`src/rtl/hp_mul_issue_queue.sv`:
```
// ---------------------------------------------------------------------------
// hp_mul_issue_queue
//
// Operand-side issue stage for the half-precision multiplier. Binary16
// operand pairs arrive on a valid/ready handshake and wait in a small
// circular FIFO. The head pair is driven straight onto the combinational
// multiplier inputs, and the returned product/flag are captured into a
// registered, back-pressurable result port. Three saturating counters
// record the exception flags of every issued result.
//
// Ports
//   clk, rst                 single clock, synchronous active-high reset
//   in_valid/in_ready        operand handshake; in_a/in_b binary16 operands
//   mul_a/mul_b              head operands to the multiplier (0 when empty)
//   mul_product/mul_ex_flag  multiplier response, flag encoded {UF,OF}
//   out_valid/out_ready      result handshake; out_product/out_ex_flag data
//   clr_counts               clears all counters (wins over an increment)
//   of_count/uf_count/inv_count  saturating counts of flags 01/10/11
// ---------------------------------------------------------------------------
module hp_mul_issue_queue #(
    parameter int DEPTH = 4,
    parameter int CNT_W = 16
) (
    input  logic             clk,
    input  logic             rst,
    input  logic             in_valid,
    output logic             in_ready,
    input  logic [15:0]      in_a,
    input  logic [15:0]      in_b,
    output logic [15:0]      mul_a,
    output logic [15:0]      mul_b,
    input  logic [15:0]      mul_product,
    input  logic [1:0]       mul_ex_flag,
    output logic             out_valid,
    input  logic             out_ready,
    output logic [15:0]      out_product,
    output logic [1:0]       out_ex_flag,
    input  logic             clr_counts,
    output logic [CNT_W-1:0] of_count,
    output logic [CNT_W-1:0] uf_count,
    output logic [CNT_W-1:0] inv_count
);

    localparam int          AW   = $clog2(DEPTH);
    localparam logic [AW:0] FULL = (AW+1)'(DEPTH);

    typedef struct packed {
        logic [15:0] a;
        logic [15:0] b;
    } pair_t;

    // Flag encodings as returned by the multiplier ({UF,OF}).
    localparam logic [1:0] FLAG_OF  = 2'b01;
    localparam logic [1:0] FLAG_UF  = 2'b10;
    localparam logic [1:0] FLAG_INV = 2'b11;

    pair_t           mem [DEPTH];
    logic [AW-1:0]   wr_ptr;
    logic [AW-1:0]   rd_ptr;
    logic [AW:0]     count;

    logic            not_empty;
    logic            push;
    logic            issue;
    pair_t           head;

    // -----------------------------------------------------------------------
    // Handshake decode
    // -----------------------------------------------------------------------
    assign not_empty = (count != '0);

    // Readiness depends only on occupancy: a pop in a full cycle does not
    // free a slot for a same-cycle push, keeping out_ready off this path.
    assign in_ready  = (count < FULL) && !rst;
    assign push      = in_valid && in_ready;

    // The result register takes a new product whenever it is empty or is
    // being drained this cycle.
    assign issue     = not_empty && (!out_valid || out_ready);

    assign head      = mem[rd_ptr];
    assign mul_a     = not_empty ? head.a : 16'h0000;
    assign mul_b     = not_empty ? head.b : 16'h0000;

    // -----------------------------------------------------------------------
    // Operand storage (no reset needed: entries are only read when counted)
    // -----------------------------------------------------------------------
    always_ff @(posedge clk) begin
        if (push) begin
            mem[wr_ptr] <= '{a: in_a, b: in_b};
        end
    end

    // -----------------------------------------------------------------------
    // Pointers and occupancy
    // -----------------------------------------------------------------------
    always_ff @(posedge clk) begin
        if (rst) begin
            wr_ptr <= '0;
            rd_ptr <= '0;
            count  <= '0;
        end else begin
            if (push) begin
                wr_ptr <= wr_ptr + 1'b1;
            end
            if (issue) begin
                rd_ptr <= rd_ptr + 1'b1;
            end
            unique case ({push, issue})
                2'b10:   count <= count + 1'b1;
                2'b01:   count <= count - 1'b1;
                default: count <= count;
            endcase
        end
    end

    // -----------------------------------------------------------------------
    // Result register: data holds its last value once drained
    // -----------------------------------------------------------------------
    always_ff @(posedge clk) begin
        if (rst) begin
            out_valid   <= 1'b0;
            out_product <= 16'h0000;
            out_ex_flag <= 2'b00;
        end else if (issue) begin
            out_valid   <= 1'b1;
            out_product <= mul_product;
            out_ex_flag <= mul_ex_flag;
        end else if (out_valid && out_ready) begin
            out_valid   <= 1'b0;
        end
    end

    // -----------------------------------------------------------------------
    // Exception counters
    // -----------------------------------------------------------------------
    function automatic logic [CNT_W-1:0] sat_inc(input logic [CNT_W-1:0] c);
        return (c == '1) ? c : c + 1'b1;
    endfunction

    always_ff @(posedge clk) begin
        if (rst || clr_counts) begin
            of_count  <= '0;
            uf_count  <= '0;
            inv_count <= '0;
        end else if (issue) begin
            unique case (mul_ex_flag)
                FLAG_OF:  of_count  <= sat_inc(of_count);
                FLAG_UF:  uf_count  <= sat_inc(uf_count);
                FLAG_INV: inv_count <= sat_inc(inv_count);
                default:  ;
            endcase
        end
    end

endmodule

```
`config.mk`:
```
export PLATFORM = sky130hd
export DESIGN_NAME = hp_mul_issue_queue
export DESIGN_NICKNAME = d
export VERILOG_FILES = /design/src/rtl/hp_mul_issue_queue.sv
export SDC_FILE = /design/constraint.sdc
export NUM_CORES = 1
export LEC_CHECK = 0
export CAP_MARGIN = 0
export CORE_MARGIN = 2
export CORE_UTILIZATION = 25
export DETAILED_ROUTE_END_ITERATION = 10
export HOLD_SLACK_MARGIN = 0.15
export PLACE_DENSITY = 0.47
export SETUP_SLACK_MARGIN = 0.2
export SLEW_MARGIN = 0
export SYNTH_ARGS = -nofsm -noshare
export SYNTH_HDL_FRONTEND = slang
export SYNTH_SLANG_ARGS = --single-unit
```
`constraint.sdc`:
```
create_clock -name clk -period 2.58 [get_ports clk]
set_clock_uncertainty 0.2 [all_clocks]
set_input_delay 0.387 -clock clk [delete_from_list [all_inputs] [get_ports clk]]
set_output_delay 0.387 -clock clk [all_outputs]
set_load 0.05 [all_outputs]
```
==> impl_metrics.toml <==
[run_status]
outcome = "finished, violations left"
violations = "negative setup slack"

[routing]
vias_per_cell = 4.35
met3_length_mm = 1.26
drtIter0Drc = 185
drt-total-wl_mm = 20.8
wl_per_cell_um = 16.3
route.detailed.drc = 0
met1_length_mm = 9.30
num_vias = 5526
ant_nets = 0
drtPass1Iterations = 4
top_layer = "met5"
wl_met2_mm = 9.84

[global_route]
antenna_found_initial = 1
grt_pass1_vias = 5592
grt_usage_pct = 11.7
grt_max_degree = 33
globalRoute.totalOverflow = 0
grt_pass1_wl_mm = 32.5

[final_layout]
design_area_um2 = 12000
multi_input_area_um2 = 2950
fin_cells = 1270
fill_cells = 3261
fin_nets = 867
register_area_um2 = 5370
diodes = 0
synthToLayoutAreaGrowth_pct = 43.2
drive_gt1_share_pct = 24.2

[cts]
cts_buffers = 25
clk-insertion-delay-late_ps = 520
cts_tree = "built"
postCtsHoldBufs = 0
cts_num_sinks = 204
cts_root_buf = "clkbuf_16"
path_clk_slew_ps = 60
htree_levels = 1
cts_buffer_depth = 3

[setup_path]
critical_path.max_fanout = 6
cpLargestDelayFamily = "multiplexers"
crit_slowest_cell = "mux4_2"
endpoint_kind = "output port"
r2r_cells = 9
path_buf_inv = 2
crit_path_end = "mul_b[11]"
r2r_slack_ps = 380
arrival_ps = 2000
rr_startpoint = "count[2]"
required_ps = 1990
cp_num_cells = 4
path_class = "flip-flop to output port"
critPathLaunchType = "flip-flop"
cpPeakStageDelay_ps = 500
crit_chain = "clkbuf_16, mux4_2, and2_4, buf_12"
timing.rr.end = "count[2]"

[power_and_ir_drop]
p_comb_share_pct = 37.7
p_int_uw = 7750
p_per_area_nw_per_um2 = 968
p_switching_uw = 3870
sequentialPowerShare_pct = 33.4
power_frac_clock_pct = 28.9
swShare_pct = 33.3
vdd_drop_max_mv = 0.554
leakage_uw = 0.00431

[placed_design]
pre_cts_ws_ps = -85.1
dp.cells = 1221
dpl_cell_area_um2 = 11100
io_buffers = 154
hpwl_mm = 13.5
gp_congestion = 0.727

[synthesis]
ys_seq_elements = 204
synthDistinctLibCells = 55
yosysTopAreaCell = "edfxtp_1"
synth.top_cell.area_share_pct = 45.8
yosys_warnings = 0
syn_inst = 613
synth-edff-count = 128
synth_area_leaders = "edfxtp_1, dfxtp_1, mux4_2, and2_1, nand2_1"
synth_nets = 677
seq_area_frac_synth_pct = 64.0
syn_area_um2 = 8390
ys_async_sr_fraction_pct = 0
syn_avg_cell_area_um2 = 13.7
synthTopCellsByCount = "edfxtp_1, dfxtp_1, nand2_1"
yosysMostFrequentCell = "edfxtp_1"
yosys_most_used_dff = "edfxtp_1"

[sta]
final_hold_viol_count = 0
fin_setup_tns_ps = -31.7
maxSlewViolCount = 0
finalHoldWorstSlack_ps = 198
finalCritPeriodShare_pct = 100
max-slew-margin-rel_pct = 62.0
finalCriticalPeriod_ps = 2590
fmax_mhz = 386
fin_ws_ps = -11.8
grt_setup_unrepaired = "true"
setup_violations = 4
tightest_slew_ps = 569

[run]
maxCapViolations = 0

[floorplan]
core_area_um2 = 33300
start_util_pct = 25.2
dieArea_um2 = 35000
pin_count = 155
rows = 67
die_y_um = 187
die_w_um = 187

[hold_path]
worstHoldPathType = "primary input to flip-flop"
worst register-to-register path: stages (launching register included):
cell	delay, ps
dfxtp_1	410
or3_4	240
nand2_4	70
inv_2	50
ha_1	150
inv_1	50
fa_1	360
xor2_1	160
or3_1	310
a21oi_1	140
cells by family (layout without fill, tap and decap cells):
kind of cell / count (synthesis) / after routing / share of synthesized area [%]
compound gates: 70 / 70 / 5.73
xor+xnor: 35 / 35 / 3.66
fa+ha+maj: 9 / 9 / 1.43
buf+inv: 39 / 248 / 2.03
flops: 204 / 204 / 64.0
mux: 34 / 34 / 8.83
simple gates: 222 / 222 / 14.3
power groups by stage:
stage | clock (µW) | sequential [µW] | combinational [µW]
after detailed placement | 0 | 3940 | 4130
after CTS | 3490 | 3880 | 4350
after floorplan | 0 | 4310 | 1940
after global placement | 0 | 3940 | 4130
final | 3360 | 3880 | 4380
after global routing | 3620 | 3910 | 4640
how the worst min path moves through the flow:
stage	to	start	depth (start not counted)
2_1_floorplan	flip-flop	rd_ptr[1]	2
3_3_place_gp	out_product[7]	out_product[7]	2
3_5_place_dp	out_product[6]	out_product[6]	2
4_1_cts	out_product[4]	mul_product[4]	3
5_1_grt	out_product[4]	mul_product[4]	3
6_report	out_product[12]	mul_product[12]	3
registers in the layout, indices dropped and copies added (netlist names), 3 cells and up, named ones only:
signal	cells
of_count	16
mem	128
inv_count	16
uf_count	16
out_product	16
count	3
final cells by class:
type / count / share of cell area (%)
well taps: 448 / 4.67
inverters: 12 / 0.375
multi-input cells: 370 / 24.6
repair buffers: 190 / 19.1
clock buffers: 33 / 5.71
flip-flops and latches: 204 / 44.7
clock inverters: 13 / 0.907
per-layer routing:
layer / track usage, % / vias to the layer above
met1: 15.6 / 2705
met5: 0 / -
li1: - / 2663
met2: 19.1 / 125
met3: 2.83 / 31
met4: 3.17 / 2
per-stage QoR:
stage / power [µW] / util, %
floorplan: 6250 / -
global route: 12200 / 36.1
global placement: 8070 / 33.2
detailed placement: 8070 / 33.2
finish: 11600 / 36.1
CTS: 11700 / 35.8
layout by cell type (no fill, tap or decap), types with 26 or more instances in the layout:
| cell | instances |
|---|---|
| a21oi_1 | 32 |
| and2_4 | 32 |
| buf_12 | 41 |
| clkbuf_16 | 26 |
| clkdlybuf4s50_1 | 79 |
| dfxtp_1 | 74 |
| dlygate4sd2_1 | 32 |
| edfxtp_1 | 128 |
| mux4_2 | 32 |
| nand2_1 | 58 |
| nor2_1 | 45 |
timing repair:
item | 4_1_cts | 5_1_grt
gates resized for setup | 60 | 23
buffers inserted | 1 | 0
setup endpoints to repair | 64 | 42
cloned | 1 | 1
Power figures use the tool's default switching activity.
